[src/rtl/exec_wb_pip3.sv]
// Three-stage execute/writeback pipe: two-candidate issue arbiter, E1 operand latch, E2 ALU,
// E3 broadcast register. Optional multiply on uops 001_100 when EXEC_MUL_EN is defined.
module exec_wb_pip3 #(
  parameter int unsigned W_PD_UOPS  = 6,
  parameter int unsigned W_PD_DATA  = 32,
  parameter int unsigned W_PA_REG   = 5,
  parameter int unsigned W_AA_INSTR = 32,
  parameter logic [W_PD_UOPS-1:0] unused_op = {W_PD_UOPS{1'b1}}
) (
  input  logic                  clk,
  input  logic                  CFI_PC_rstn,
  input  logic [W_PD_UOPS-1:0]  CDI_PD_uops1,
  input  logic [W_PD_UOPS-1:0]  CDI_PD_uops2,
  input  logic [W_PA_REG-1:0]   CDI_PA_r1,
  input  logic [W_PA_REG-1:0]   CDI_PA_r2,
  input  logic                  CDI_PD_odr,
  input  logic [W_PD_UOPS-1:0]  DFI_PD_uops,
  input  logic [W_PD_DATA-1:0]  DFI_PD_rs,
  input  logic [W_PD_DATA-1:0]  DFI_PD_rt,
  input  logic [W_PD_DATA-1:0]  DFI_PD_imm,
  input  logic [W_AA_INSTR-1:0] DFI_AA_pc,
  input  logic                  CFI_PC_stall,
  input  logic                  CFI_PC_clear,
  output logic [1:0]            CDO_PC_s1,
  output logic [W_PD_DATA-1:0]  CDO_PD_upt1,
  output logic [W_PA_REG-1:0]   CDO_PA_upt1,
  output logic                  CDO_PV_upt1,
  output logic                  CFO_PC_busy
);

  logic                  e1_valid_q, e2_valid_q, e3_valid_q;
  logic [W_PD_UOPS-1:0]  e1_uops_q;
  logic [W_PD_DATA-1:0]  e1_rs_q, e1_rt_q, e1_imm_q;
  logic [W_AA_INSTR-1:0] e1_pc_q;
  logic [W_PA_REG-1:0]   e1_rd_q, e2_rd_q, e3_rd_q;
  logic [W_PD_DATA-1:0]  e2_res_q, e3_res_q;

  logic [1:0]           grant;
  logic                 cand0, cand1;
  logic [W_PD_DATA-1:0] alu_b, alu_res, pc_ext;
  logic                 alu_legal;

  // Reset gates the grant so no stray issue is visible while held in reset.
  always_comb begin
    grant = 2'b00;
    cand0 = (CDI_PD_uops1 != unused_op);
    cand1 = (CDI_PD_uops2 != unused_op);
    if (CFI_PC_rstn && !CFI_PC_clear && !CFI_PC_stall) begin
      if (cand0 && cand1) grant = CDI_PD_odr ? 2'b10 : 2'b01;
      else if (cand0)     grant = 2'b01;
      else if (cand1)     grant = 2'b10;
    end
  end

  assign CDO_PC_s1 = grant;

  always_comb begin
    alu_res   = '0;
    alu_legal = 1'b0;
    pc_ext    = W_PD_DATA'(e1_pc_q);
    alu_b     = (e1_uops_q[5:3] == 3'b010) ? e1_imm_q : e1_rt_q;
    case (e1_uops_q[5:3])
      3'b001, 3'b010: begin
        alu_legal = 1'b1;
        case (e1_uops_q[2:0])
          3'b000:  alu_res = e1_rs_q + alu_b;
          3'b001:  alu_res = e1_rs_q - alu_b;
          3'b010:  alu_res = e1_rs_q & alu_b;
          3'b011:  alu_res = e1_rs_q | alu_b;
`ifdef EXEC_MUL_EN
          3'b100: begin
            alu_res   = e1_rs_q * e1_rt_q;
            alu_legal = (e1_uops_q[5:3] == 3'b001);
          end
`endif
          default: alu_legal = 1'b0;
        endcase
      end
      3'b011: begin
        alu_legal = (e1_uops_q[2:0] == 3'b000);
        alu_res   = pc_ext + e1_imm_q;
      end
      default: alu_legal = 1'b0;
    endcase
  end

  always_ff @(posedge clk or negedge CFI_PC_rstn) begin
    if (!CFI_PC_rstn) begin
      e1_valid_q <= 1'b0;
      e2_valid_q <= 1'b0;
      e3_valid_q <= 1'b0;
      e1_uops_q  <= '0;
      e1_rs_q    <= '0;
      e1_rt_q    <= '0;
      e1_imm_q   <= '0;
      e1_pc_q    <= '0;
      e1_rd_q    <= '0;
      e2_rd_q    <= '0;
      e2_res_q   <= '0;
      e3_rd_q    <= '0;
      e3_res_q   <= '0;
    end else if (CFI_PC_clear) begin
      e1_valid_q <= 1'b0;
      e2_valid_q <= 1'b0;
      e3_valid_q <= 1'b0;
    end else if (!CFI_PC_stall) begin
      e1_valid_q <= |grant;
      if (|grant) begin
        e1_uops_q <= DFI_PD_uops;
        e1_rs_q   <= DFI_PD_rs;
        e1_rt_q   <= DFI_PD_rt;
        e1_imm_q  <= DFI_PD_imm;
        e1_pc_q   <= DFI_AA_pc;
        e1_rd_q   <= grant[1] ? CDI_PA_r2 : CDI_PA_r1;
      end
      // Illegal ops keep flowing but lose their valid bit here.
      e2_valid_q <= e1_valid_q && alu_legal;
      e2_res_q   <= alu_res;
      e2_rd_q    <= e1_rd_q;
      // Writes to r0 never broadcast.
      e3_valid_q <= e2_valid_q && (e2_rd_q != '0);
      e3_res_q   <= e2_res_q;
      e3_rd_q    <= e2_rd_q;
    end
  end

  assign CDO_PV_upt1 = e3_valid_q;
  assign CDO_PD_upt1 = e3_res_q;
  assign CDO_PA_upt1 = e3_rd_q;
  assign CFO_PC_busy = e1_valid_q | e2_valid_q | e3_valid_q;

endmodule

[config.mk]
export PLATFORM = sky130hd
export DESIGN_NAME = exec_wb_pip3
export DESIGN_NICKNAME = d
export VERILOG_FILES = /design/src/rtl/exec_wb_pip3.sv
export SDC_FILE = /design/constraint.sdc
export NUM_CORES = 1
export LEC_CHECK = 0
export CAP_MARGIN = 15
export CORE_MARGIN = 8
export CORE_UTILIZATION = 45
export DETAILED_ROUTE_END_ITERATION = 12
export HOLD_SLACK_MARGIN = 0.1
export PLACE_DENSITY = 0.68
export SLEW_MARGIN = 25
export SYNTH_ARGS = -nofsm -noshare
export SYNTH_HDL_FRONTEND = slang
export SYNTH_SLANG_ARGS = --single-unit
[constraint.sdc]
create_clock -name clk -period 7.2 [get_ports clk]
set_clock_uncertainty 0.15 [all_clocks]
set_input_delay 0.72 -clock clk [delete_from_list [all_inputs] [get_ports clk]]
set_output_delay 0.72 -clock clk [all_outputs]
set_load 0.1 [all_outputs]
-- Word level (Yosys, flattened, before mapping)
Index checks and enable logic that the tools add are counted.
- register bits: 216
- bits of input ports: 161
- output and inout port bits: 41
- add/sub/neg operators: 3
- reductions and logical operators: 14
- mux-type cells: 17
- bitwise operators: 6
- eq/ne operators: 9
- operators with widths (cell ; number):
    $pmux 32 s4 ; 1
    $add 32x32->32 ; 2
    $pmux 32 s2 ; 1
    $and 32x32->32 ; 1
    $mux 32 ; 1
    $or 32x32->32 ; 1
    $sub 32x32->32 ; 1
    $eq 3x2->1 const B ; 4
    $ne 6x6->1 const B ; 2
    $mux 2 ; 5
    $mux 1 ; 7
    $eq 3x1->1 const B ; 2
    $logic_and 1x1->1 ; 5
    $mux 5 ; 1
    $reduce_bool 5->1 ; 1
    $reduce_or 2->1 ; 2
    $reduce_or 4->1 ; 1
    $logic_not 3->1 ; 1
    $reduce_and 3->1 ; 1
    $logic_not 1->1 ; 2
    $ne 2x1->1 const B ; 1
    $not 1->1 ; 2
    $or 1x1->1 ; 2
    $pmux 1 s2 ; 1
    $reduce_and 2->1 ; 1

-- Depth between registers and ports, before layout
Gate-level depths: netlist of the first run.
- word-level depth: 8
- mapped depth: 19
- depth with buffers taken out: 18

-- Worst setup path after synthesis of the first run
OpenSTA, ideal clock, no wires.
- path type: input-to-output
- start: in CFI_PC_stall
- end: out CDO_PC_s1[0]
- buffers on the path: 1
- arrival: 3.820 ns
- required time: 6.330 ns
- stages: 4
- setup slack: 2.510 ns
- path through: clkbuf_1 > nor2_1 > nand2_1 > a211oi_1
- word-level cells in the longest chain between the ends: 3
- ends and longest elaborated chain (what ; RTL line ; RTL):
    from (decl) ; 22 ; input logic CFI_PC_stall,
    $logic_not 1->1 ; -- ;
    $logic_and 1x1->1 ; 48 ; if (CFI_PC_rstn && !CFI_PC_clear && !CFI_PC_stall) begin
    $mux 2 ; 48 ;
    to (decl) ; 24 ; output logic [1:0] CDO_PC_s1,
No other way between the ends.

-- Worst setup path after layout of the first run
- start: reg e1_uops_q[3]
- end: reg e2_res_q[31]
- word-level cells in the longest chain between the ends: 5
- ends and longest elaborated chain (what ; RTL line ; RTL):
    from (decl) ; 32 ; logic [W_PD_UOPS-1:0] e1_uops_q;
    from (signal assigned) ; 109 ; e1_uops_q <= DFI_PD_uops;
    $eq 3x2->1 ; 61, 62 ;
    $mux 32 ; 61 ; alu_b = (e1_uops_q[5:3] == 3'b010) ? e1_imm_q : e1_rt_q;
    $sub 32x32->32 (tied with other cells) ; 67 ; 3'b001: alu_res = e1_rs_q - alu_b;
    $pmux 32 s4 ; 65 ; case (e1_uops_q[2:0])
    $pmux 32 s2 (*) ; 62 ; case (e1_uops_q[5:3])
    to (signal assigned) ; 118 ; e2_res_q <= alu_res;
    to (decl) ; 36 ; logic [W_PD_DATA-1:0] e2_res_q, e3_res_q;
Mark *: on every way between the ends. The rest lies on a longest branch, timed or not.
A chain may end at the register's enable or synchronous reset.

==> results.sh, run 1 <==
export IMPL_outcome="completed"
export IMPL_clk_path_buf_depth=3
export IMPL_finalSetupTns_ns=0
export IMPL_power_density_nw_per_um2=319
export IMPL_start_util=0.454
export IMPL_synth_top_family_by_area="simple AND/OR/NAND/NOR gates"
export IMPL_yosysMostFrequentCell="nand2_1"
export IMPL_synthMuxAreaShare=0.0270
export IMPL_synth_avg_cell_area_sq_um=8.04
export IMPL_grt_max_degree=103
export IMPL_grt_busiest_layer="met1"
export IMPL_place_area_sq_um=15800
export IMPL_via_per_inst=5.52
export IMPL_ioPinCount=202
export IMPL_grt_pass1_wl_mm=69.0
export IMPL_synth_cells=1671
export IMPL_worstPathCellList="nor3b_4 > buf_4 > nand4_2 > a22oi_2 > o21a_4 > nand4b_4 > nor3_1 > nor2_1 > xor2_1 > ha_1 > a21oi_1 > o21bai_1 > a221o_1 > a31o_2 > a221oi_1 > or3_1 > nand3_1"
export IMPL_via_count=12395
export IMPL_root_buffer="clkbuf_16"
export IMPL_grtUsageMet3=0.0414
export IMPL_p_leak_nw=7.86
export IMPL_synth_top_cells_by_area="dfrtp_1 40%, nand2_1 17%, ha_1 6.0%, a21oi_1 2.9%, nor2_1 2.7%"
export IMPL_drc_errors=0
export IMPL_totalPowerFinal_mw=5.31
export IMPL_placementRows=63
export IMPL_core_area_sq_um=29600
export IMPL_crit_fanout=20
export IMPL_final_hold_viol_count=0
export IMPL_synthSimpleGateAreaFrac=0.254
export IMPL_wl_per_cell_um=19.4
export IMPL_nNetsFinal=2063
export IMPL_rsz0062_at_grt="false"
export IMPL_overflow=0
export IMPL_antenna_cells=0
export IMPL_synth_commonest_cells="611 x nand2_1, 216 x dfrtp_1, 97 x nor2_1"
export IMPL_crit_slowest_cell="nor3_1"
export IMPL_max_cap_violations=0
export IMPL_cts_made_buffers=25
export IMPL_synth_yosys_seq_area_share=0.402
export IMPL_antenna_left=0
export IMPL_clock_latency_ns=0.53
export IMPL_synth_ff_latch_count=216
export IMPL_grt_total_usage=0.238
export IMPL_yosysWarnings=0
export IMPL_syn_to_final_growth_pct=23.7
export IMPL_synth_area_sq_um=13400
export IMPL_cts_tree="yes"
export IMPL_fin_crit_sh=0.750
export IMPL_relSlewSlack=0.292
export IMPL_use_met1=0.371
export IMPL_arrival_ns=5.63
export IMPL_yosysUniqueCellTypes=78
export IMPL_synth_edff_count=0
export IMPL_hold_buffers=0
export IMPL_worstSetupPathType="flip-flop to flip-flop"
export IMPL_regArea_sq_um=5410
export IMPL_async_flop_share=1.00
export IMPL_drive_above_1_share=0.0491
export IMPL_drt_initial_drc_count=989
export IMPL_drtPass1Iterations=7
export IMPL_crit_buf_inv=1
export IMPL_crit_family="simple AND/OR/NAND/NOR gates"
export IMPL_grt_antenna_before_repair=0
export IMPL_synthDominantCellAreaShare=0.402
export IMPL_required_ns=7.44
export IMPL_place_congestion=0.937
export IMPL_hold_class="input port to asynchronous set/reset pin"
export IMPL_dieArea_sq_um=35600
export IMPL_first_global_vias=12104
export IMPL_synth_top_area_cell="dfrtp_1"
export IMPL_slew_violations=0
export IMPL_cp_start_kind="flip-flop"
export IMPL_max_freq_mhz=185
export IMPL_syn_num_nets=1898
export IMPL_die_h_um=189
export IMPL_utilization=0.562
export IMPL_synth_compound_area_share=0.162
export IMPL_cp_end_kind="flip-flop"
export IMPL_cts_htree_levels=1
export IMPL_clock_sinks=216
export IMPL_final_setup_viol_count=0
export IMPL_drt_wl_total_mm=43.5
export IMPL_grt_use_met2=0.339
export IMPL_portBuffers=201
export IMPL_final_area_sq_um=16600
export IMPL_clk_pin_slew_ns=0.07
export IMPL_synthAdderAreaFrac=0.0730
export IMPL_synth_flop_cell="dfrtp_1"
export IMPL_multi_input_area_sq_um=7600
export IMPL_cp_slowest_stage_delay_ns=0.64
export IMPL_dp_final_hpwl_mm=32.9
export IMPL_synth_xor_area_share=0.0469
export IMPL_tightest_slew_ns=1.06
export IMPL_nFillCells=2771
export IMPL_post_cts_resize_count=0
export IMPL_die_x_um=189
export IMPL_fin_crit_ns=5.40
export IMPL_ir_drop_uv=164
export IMPL_post_cts_setup_buffers=0
report_power, final:
part	switching (mW)	internal (mW)
clock	0.528	0.736
combinational	1.53	0.872
sequential	0.208	1.44
through the flow:
step / cells / hold slack (ns) / worst slack [ns]
floorplan: 1671 / 0.274 / 2.51
global placement: 2198 / 0.297 / 2.01
detailed placement: 2198 / 0.300 / 1.91
CTS: 2243 / 0.169 / 1.85
global route: 2244 / 0.198 / 1.54
finish: 2244 / 0.140 / 1.80
worst reg2reg max path, delay by kind of cell (launching register included):
| kind | cells | cell delay (ns) |
|---|---|---|
| DFF | 1 | 0.47 |
| adders and majority gates | 1 | 0.38 |
| and+or+nand+nor | 7 | 1.84 |
| xor gates and xnor gates | 1 | 0.18 |
| AOI/OAI and AO/OA | 7 | 1.85 |
| buffers and inverters | 1 | 0.39 |
final timing paths:
check	startpoint	end	slack, ns	cells after the start
max reg2reg	e1_uops_q[3]	e2_res_q[31]	1.80	17
min	CFI_PC_rstn	CDO_PD_upt1[5]	0.14	1
min in group clk	e2_res_q[1]	CDO_PD_upt1[1]	0.32	2
max in group asynchronous	CFI_PC_rstn	e1_rs_q[29]	5.33	2
min reg2reg	e2_res_q[1]	CDO_PD_upt1[1]	0.32	2
max	e1_uops_q[3]	e2_res_q[31]	1.80	17
cell type report:
| type | instances | area share |
|---|---|---|
| multi-input cells | 1337 | 0.458 |
| flip-flops and latches | 216 | 0.325 |
| repair buffers | 218 | 0.130 |
| clock buffers | 30 | 0.0400 |
| well taps | 390 | 0.0294 |
| clock inverters | 15 | 0.00918 |
| inverters | 38 | 0.00858 |
layout by cell type, fill, tap and decap left out, drive strengths merged, types with 16 or more instances in the layout:
master,instances
a21o,27
a21oi,79
a31oi,21
buf,17
clkbuf,31
clkdlybuf4s50,200
dfrtp,216
ha,64
inv,40
mux2i,34
nand2,611
nand3,19
nor2,97
nor3,32
o211ai,19
o21a,16
o21ai,63
xnor2,37
xor2,35
cell families (layout without fill, tap and decap cells):
kind of cell    count (synthesis)  count (layout)
flops                         216             216
fa+ha+maj                      80              80
xor+xnor                       72              72
compound gates                323             323
simple gates                  826             826
buf+inv                       118             301
mux                            36              36
flip-flops by register name (all words and copies together), names as in the netlist:
register,count
CDO_PV_upt1,1
e2_rd_q,5
e1_rd_q,5
e1_uops_q,6
CDO_PD_upt1,32
e2_res_q,32
e1_imm_q,32
e1_rt_q,32
e1_valid_q,1
e1_pc_q,32
e2_valid_q,1
CDO_PA_upt1,5
e1_rs_q,32
routing by layer:
metal | part of all wire | wire, um | vias to the layer above
met4 | 0.015 | 645 | 0
met1 | 0.50 | 21700 | 5853
met3 | 0.078 | 3380 | 38
met2 | 0.41 | 17800 | 475
li1 | - | - | 6029
met5 | 0 | 0 | -
No activity file was read; power rests on OpenSTA's default activity.
==> inputs of run 2 (changes only) <==
- clock period: 7.2 -> 5.29 ns (I/O delays scaled with it)
==> run 2 against run 1 <==
Compared with the run above:
- final area grew 0.65%
- clock power grew 51%
- die area is the same
- routed wire length shrank 3.1%
- global-route usage shrank 0.61 points
- critical path type unchanged
==> results.sh, run 2 (synthesized netlist as in run 1, its figures left out) <==
export IMPL_outcome="completed"
export IMPL_drt_initial_drc_count=1143
export IMPL_setup_slack_ns=0.405
export IMPL_holdWs_ns=0.310
export IMPL_hold_class="flip-flop to flip-flop"
export IMPL_nNetsFinal=2066
export IMPL_r2r_cells=17
export IMPL_cp_start_kind="flip-flop"
export IMPL_ir_drop_uv=236
export IMPL_cts_made_buffers=25
export IMPL_drive_above_1_share=0.0512
export IMPL_antenna_left=0
export IMPL_post_cts_setup_buffers=0
export IMPL_antenna_cells=0
export IMPL_fin_crit_sh=0.924
export IMPL_cts_htree_levels=1
export IMPL_p_clk_frac=0.257
export IMPL_die_h_um=189
export IMPL_max_cap_violations=0
export IMPL_die_x_um=189
export IMPL_max_freq_mhz=205
export IMPL_final_setup_viol_count=0
export IMPL_crit_buf_inv=1
export IMPL_final_common_cell="nand2_1"
export IMPL_crit_path_frequent_cell="a21o_1"
export IMPL_comb_power_share=0.438
export IMPL_rsz0062_at_grt="false"
export IMPL_cp_slowest_stage_delay_ns=0.56
export IMPL_via_per_inst=5.50
export IMPL_p_leak_nw=7.92
export IMPL_syn_to_final_growth_pct=24.5
export IMPL_post_place_cells=2201
export IMPL_switching_share=0.412
export IMPL_clock_latency_ns=0.55
export IMPL_crit_slowest_cell="nor3b_4"
export IMPL_worstPathCellList="nor3b_4 > buf_4 > nor4_1 > a22oi_1 > nand4b_4 > nand2_1 > xor2_1 > ha_1 > a21o_1 > a21o_1 > a21oi_1 > o21bai_1 > a221o_1 > a31o_2 > a221oi_1 > or3_1 > nand3_1"
export IMPL_grt_pass1_wl_mm=67.3
export IMPL_grt_max_degree=144
export IMPL_drc_errors=0
export IMPL_drtPass1Iterations=5
export IMPL_wl_per_cell_um=18.8
export IMPL_clk_pin_slew_ns=0.06
export IMPL_p_sw_mw=3.04
export IMPL_place_congestion=0.907
export IMPL_final_hold_viol_count=0
export IMPL_min_path_cells=2
export IMPL_first_global_vias=11914
export IMPL_place_area_sq_um=15800
export IMPL_final_area_sq_um=16700
export IMPL_regToRegSetupSlack_ns=0.40
export IMPL_clock_sinks=216
export IMPL_layout_common_cells="611 x nand2_1, 216 x dfrtp_1, 198 x clkdlybuf4s50_1"
export IMPL_root_buffer="clkbuf_16"
export IMPL_ioPinCount=202
export IMPL_portBuffers=201
export IMPL_r2r_start="e1_uops_q[4]"
export IMPL_power_density_nw_per_um2=441
export IMPL_post_cts_resize_count=0
export IMPL_drt_wl_total_mm=42.1
export IMPL_grt_use_met2=0.327
export IMPL_grtUsageMet3=0.0372
export IMPL_dieArea_sq_um=35600
export IMPL_hold_buffers=1
export IMPL_slew_violations=0
export IMPL_clk_path_buf_depth=3
export IMPL_cp_end_kind="flip-flop"
export IMPL_crit_fanout=23
export IMPL_fin_crit_ns=4.89
export IMPL_totalPowerFinal_mw=7.38
export IMPL_core_area_sq_um=29600
export IMPL_cts_tree="yes"
export IMPL_relSlewSlack=0.311
export IMPL_grt_busiest_layer="met1"
export IMPL_via_count=12348
export IMPL_use_met1=0.365
export IMPL_required_ns=5.54
export IMPL_r2r_end="e2_res_q[31]"
export IMPL_placementRows=63
export IMPL_p_int_mw=4.34
export IMPL_start_util=0.454
export IMPL_dp_final_hpwl_mm=32.1
export IMPL_seqPwrFrac=0.305
export IMPL_overflow=0
export IMPL_finalSetupTns_ns=0
export IMPL_grt_antenna_before_repair=0
export IMPL_grt_total_usage=0.232
export IMPL_dpl_worst_slack_ns=0.466
export IMPL_stdcell_count=2245
export IMPL_utilization=0.566
export IMPL_tightest_slew_ns=1.03
export IMPL_min_to="CDO_PD_upt1[9]"
export IMPL_arrival_ns=5.13
export IMPL_hp_start="e2_res_q[9]"
export IMPL_crit_family="compound AO/OA/AOI/OAI gates"
export IMPL_worstSetupPathType="flip-flop to flip-flop"
run 2: worst register-to-register path: cells and delay by family, from the launching register on:
family | cells | cell delay, ns
buffers and inverters | 1 | 0.40
AOI/OAI and AO/OA | 8 | 1.97
and+or+nand+nor | 6 | 1.22
xor gates and xnor gates | 1 | 0.16
DFF | 1 | 0.46
adders and majority gates | 1 | 0.40
run 2: metal layers:
layer	vias up	share of wire
li1	6028	-
met1	5806	0.51
met2	463	0.40
met3	51	0.075
met4	0	0.016
met5	-	0
run 2: cell type report:
class                   count  area [sq um]
fillers                  2739         12800
well taps                 390           488
repair buffers            221          2180
multi-input cells        1337          7610
clock buffers              30           674
flip-flops and latches    216          5410
clock inverters            13           231
inverters                  38           143
run 2: worst max-delay path by stage:
stage / slack (ns) / to / start / cells after the start
floorplan: 0.94 / e2_res_q[30] / e1_uops_q[3] / 18
global route: 0.1 / e2_res_q[31] / e1_uops_q[4] / 17
CTS: 0.42 / e2_res_q[31] / e1_uops_q[3] / 17
finish: 0.40 / e2_res_q[31] / e1_uops_q[4] / 17
detailed placement: 0.47 / e2_res_q[31] / e1_uops_q[3] / 17
global placement: 0.57 / e2_res_q[31] / e1_uops_q[3] / 16
run 2: power by group through the flow:
stage	clock network, mW	logic [mW]	registers (mW)
3_5_place_dp	0	3.17	2.27
5_1_grt	2.01	3.53	2.29
6_report	1.90	3.23	2.25
4_1_cts	1.93	3.19	2.24
3_3_place_gp	0	3.15	2.27
2_1_floorplan	0	1.89	2.63
==> patch 1, RTL diff (config.mk and constraints of run 2) <==
`W_PD_DATA`: 32 -> 28.
--- a/src/rtl/exec_wb_pip3.sv
+++ b/src/rtl/exec_wb_pip3.sv
@@ -2,7 +2,7 @@
 // E3 broadcast register. Optional multiply on uops 001_100 when EXEC_MUL_EN is defined.
 module exec_wb_pip3 #(
   parameter int unsigned W_PD_UOPS  = 6,
-  parameter int unsigned W_PD_DATA  = 32,
+  parameter int unsigned W_PD_DATA  = 28,
   parameter int unsigned W_PA_REG   = 5,
   parameter int unsigned W_AA_INSTR = 32,
   parameter logic [W_PD_UOPS-1:0] unused_op = {W_PD_UOPS{1'b1}}
Ports: changed (resized CDO_PD_upt1, DFI_PD_imm, DFI_PD_rs and DFI_PD_rt); port bits go from 202 to 186. The function was not compared with the original's and may differ.
==> patch 1 against run 2 <==
- cell area shrank 13%
- power shrank 9.7%
- combinational power grew 2%
- first-iteration DRC count shrank 18%
- wire length shrank 24%
- largest power group unchanged
- setup slack gained 0.053 ns
- synthesized area shrank 13%
- sequential cell count shrank 24
- maximum frequency grew 1.1%
- via count shrank 22%
==> patch 1: results (changes against run 2) <==
[layout]
finalInstanceArea_um2=14600  ; -13%
n_all_inverters=33  ; -13%
drive_gt1_frac=0.135  ; +0.0841
multi_input_cells=939  ; -30%
seq_share=0.330  ; +0.00710
nNetsFinal=1599  ; -23%
nNonClkBuffers=208  ; -5.9%
fillers=2339  ; -15%
multi_input_area_um2=6550  ; -14%
instances_no_fill=1739  ; -23%
buf_share=0.140  ; +0.00996
clock_area_frac=0.0421  ; -0.0120
clockBufferCount=20  ; -33%

[placement]
dp.cells=1703  ; -23%
placed_area_um2=13900  ; -12%
numPortBuffers=181  ; -10%
gp_congestion=0.877  ; -3.3%
place_ws_ns=0.397  ; -0.0688 ns
dpl.hpwl_mm=24.5  ; -24%

[hold_path]
min_from=e2_res_q[23]
hold_end=CDO_PD_upt1[23]

[sta]
holdWs_ns=0.315  ; +0.00457 ns
layout_setup_ws_ns=0.457  ; +0.0529 ns
tightestPinTransition_ns=1.02  ; -0.0146 ns

[detailed_routing]
wl_per_cell_um=18.5  ; -1.3%
via_count=9653  ; -22%
drtIter0Drc=935  ; -18%

[critical_path]
critPathArrivalTime_ns=5.00  ; -0.13 ns
critical_path.max_fanout=9  ; -61%
timing.rr.start=e1_uops_q[3]
endpoint=e2_res_q[27]
cpMaxStageDelayCell=dfrtp_1
r2r-end=e2_res_q[27]
reg2regPathDepth=20  ; +3

[cts]
cts.sinks=192  ; -11%
clk_latency_ns=0.44  ; -0.11 ns
cts.path.max_buffers=2  ; -1
cts-buffers-inserted=17  ; -32%
h-tree-depth=4  ; +3

[global_routing]
grt_start_max_net_pins=73  ; -49%
grt_pass1_vias=9313  ; -22%
track_usage=0.204  ; -0.0282
grt_pass1_wl_mm=51.0  ; -24%

[synth]
syn_avg_cell_area_um2=9.59  ; +19%
synth_top_cells_by_area=dfrtp_1 41%, mux2_2 10%, nand2_1 6.5%
synth_common_cells=203 x nand2_1, 192 x dfrtp_1, 109 x mux2_2
syn_nets=1431  ; -25%
syn_area_um2=11700  ; -13%

[pwr]
swShare=0.425  ; +0.0135
p_leak_uw=0.00629  ; -21%
worst_ir_drop_vdd_uv=274  ; +16%

[status]
status=finished, final reports clean

## patch 1: cell count changes after synthesis, moves of 8 or more
cell / change
nand2_1: -408
clkbuf_1: -23
mux2i_1: -9
o21a_1: -9
dfrtp_1: -24
maj3_1: -9
mux2_2: +107
a211oi_1: -8
nor3_1: -12
nor2_1: -23
## patch 1: logic make-up after synthesis
kind of cell | share of synthesized area
flip-flops | 0.410
XOR/XNOR | 0.0538
buffers and inverters | 0.0335
AO/OA/AOI/OAI | 0.166
multiplexers | 0.130
adder cells (fa/ha/maj) | 0.0685
AND/OR/NAND/NOR | 0.138
## patch 1: power by group through the flow
stage	clock network [µW]	logic, µW	registers (µW)
after floorplan	0	1980	2410
after global placement	0	3170	2050
after detailed placement	0	3210	2060
after CTS	1390	3230	2030
after global routing	1450	3560	2070
final	1360	3280	2030
## patch 1: metal layers
layer,GRT usage,part of all wire,vias up
met5,0,0,-
met4,0.0559,0.016,0
met3,0.0357,0.071,36
met2,0.296,0.42,322
met1,0.307,0.49,4577
li1,-,-,4718
==> patch 2, RTL diff (flow settings as in run 2) <==
Without the edit above. Remove the case item `3'b000` of the case on `e1_uops_q[2:0]`.
--- a/src/rtl/exec_wb_pip3.sv
+++ b/src/rtl/exec_wb_pip3.sv
@@ -63,7 +63,6 @@
       3'b001, 3'b010: begin
         alu_legal = 1'b1;
         case (e1_uops_q[2:0])
-          3'b000:  alu_res = e1_rs_q + alu_b;
           3'b001:  alu_res = e1_rs_q - alu_b;
           3'b010:  alu_res = e1_rs_q & alu_b;
           3'b011:  alu_res = e1_rs_q | alu_b;
Function: changed (a bounded check fails within 4 cycles, from zero or initial values and one cycle with CFI_PC_rstn low).
==> patch 2 against run 2 <==
- sequential power fell by 4%
- power fell by 7.0%
- cell area rose by 0.20%
- sequential cell count did not move
- synthesized area barely moved
- sequential share of layout area fell by 0.065 points
- hold slack improved by 0.0024 ns
- critical path type unchanged
- wire length fell by 1.9%
- setup slack improved by 0.19 ns
- highest routed layer unchanged
==> patch 2: results (changes against run 2) <==
[status]
status=finished, final reports clean

[pwr]
p_leak_uw=0.00806  ; +1.8%
worst_ir_drop_vdd_uv=213  ; -9.8%

[sta]
relSlewSlack=0.298  ; -0.0123

[cts]
path_clk_slew_ns=0.07
cts_resized=0  ; unchanged
clk_latency_ns=0.52  ; -0.03 ns
cts-buffers-inserted=24  ; -4.0%

[layout]
nNetsFinal=2109  ; +2.1%
clockBufferCount=32  ; +6.7%
seq_cell_count=216  ; unchanged
drive_gt1_frac=0.0453  ; -0.00593
seq_share=0.322  ; -0.000652
final_util=0.567  ; +0.00114
multi_input_area_um2=7440  ; -2.2%
multi_input_cells=1283  ; -4.0%
nNonClkBuffers=222  ; +0.45%
antennaDiodeCount=0  ; unchanged
clock_area_frac=0.0535  ; -0.000632
buf_share=0.130  ; +0.000185
n_all_inverters=91  ; +140%
fillers=2706  ; -1.2%

[synth]
yosys-mux-area-fraction=0.0120  ; -0.0150
syn_avg_cell_area_um2=8.08  ; +0.56%
ys_seq_area_frac=0.402  ; about the same
synth-xor-area-share=0.0319  ; -0.0150
syn_nets=1934  ; +1.9%
synth_cell_types=75  ; -3.8%
synthAdderAreaFrac=0.103  ; +0.0299
synth_common_cells=573 x nand2_1, 216 x dfrtp_1, 109 x ha_1
synth_compound_area_frac=0.166  ; +0.00397
async_flop_share=1.00  ; unchanged
synth_top_cells_by_area=dfrtp_1 40%, nand2_1 16%, ha_1 10%

[detailed_routing]
wl_met1_mm=20.1  ; -5.8%
drtIter0Drc=948  ; -17%
wl_met3_mm=3.53  ; +12%
first_pass_iters=7  ; +2
wirelength_mm=41.4  ; -1.9%
met2_length_mm=17.3  ; +1.7%
via_count=12200  ; -1.3%

[global_routing]
grt_start_max_net_pins=85  ; -41%
track_usage=0.228  ; -0.00435
grt_pass1_wl_mm=66.0  ; -2.0%

[placement]
numPortBuffers=201  ; unchanged
dpl.hpwl_mm=31.6  ; -1.7%
placed_area_um2=15800  ; +0.22%
gp_congestion=0.945  ; +4.2%

[critical_path]
critical_path.max_fanout=16  ; -30%
critPathArrivalTime_ns=4.95  ; -0.18 ns

## patch 2: changes by cell type after synthesis, sizes merged, moves of 17 or more
cell,change
inv,+54
ha,+45
nand2,-38
o21ai,+36
mux2i,-19
xor2,-17
## patch 2: critical path, stage by stage, from the launching register on
cell and delay (ns):
dfrtp_1 0.54, or3b_1 0.71, a22o_1 0.37, ha_1 0.39, nor3_1 0.48, and3_1 0.24
o211ai_1 0.08, o211a_1 0.21, a311oi_2 0.40, nand3_1 0.16, a31oi_1 0.27, xor2_1 0.18
nor2_1 0.05, o32a_1 0.35
## patch 2: path summary, 6_finish.rpt
path / from / slack, ns / to / cells after the start
min reg2reg: e2_res_q[24] / 0.31 / CDO_PD_upt1[24] / 2
max in group asynchronous: CFI_PC_rstn / 3.10 / e1_rt_q[28] / 3
max: e1_uops_q[3] / 0.60 / e2_res_q[31] / 13
min in group asynchronous: CFI_PC_rstn / 0.42 / e1_pc_q[2] / 2
max reg2reg: e1_uops_q[3] / 0.60 / e2_res_q[31] / 13
min: e2_res_q[24] / 0.31 / CDO_PD_upt1[24] / 2
## patch 2: where the power goes
group          leakage, µW  internal, µW  switching [µW]
clock network     0.000435          1200             700
logic              0.00490          1000            1800
registers          0.00272          1920             236
total              0.00806          4130            2740
## patch 2: timing repair
action                                  4_1_cts  5_1_grt
endpoints found under the hold margin        81        0
hold buffers                                  1        0
endpoints found under the setup margin        0        0
## patch 2: metrics by stage
stage	std cells	setup WS, ns
finish	2245	0.597
global route	2245	0.323
detailed placement	2200	0.599
floorplan	1663	0.984
global placement	2200	0.765
CTS	2244	0.628
## patch 2: routing by layer
metal,GRT usage,up-vias
met3,0.0479,35
li1,-,5977
met5,0,-
met2,0.340,443
met1,0.338,5730
met4,0.0391,0
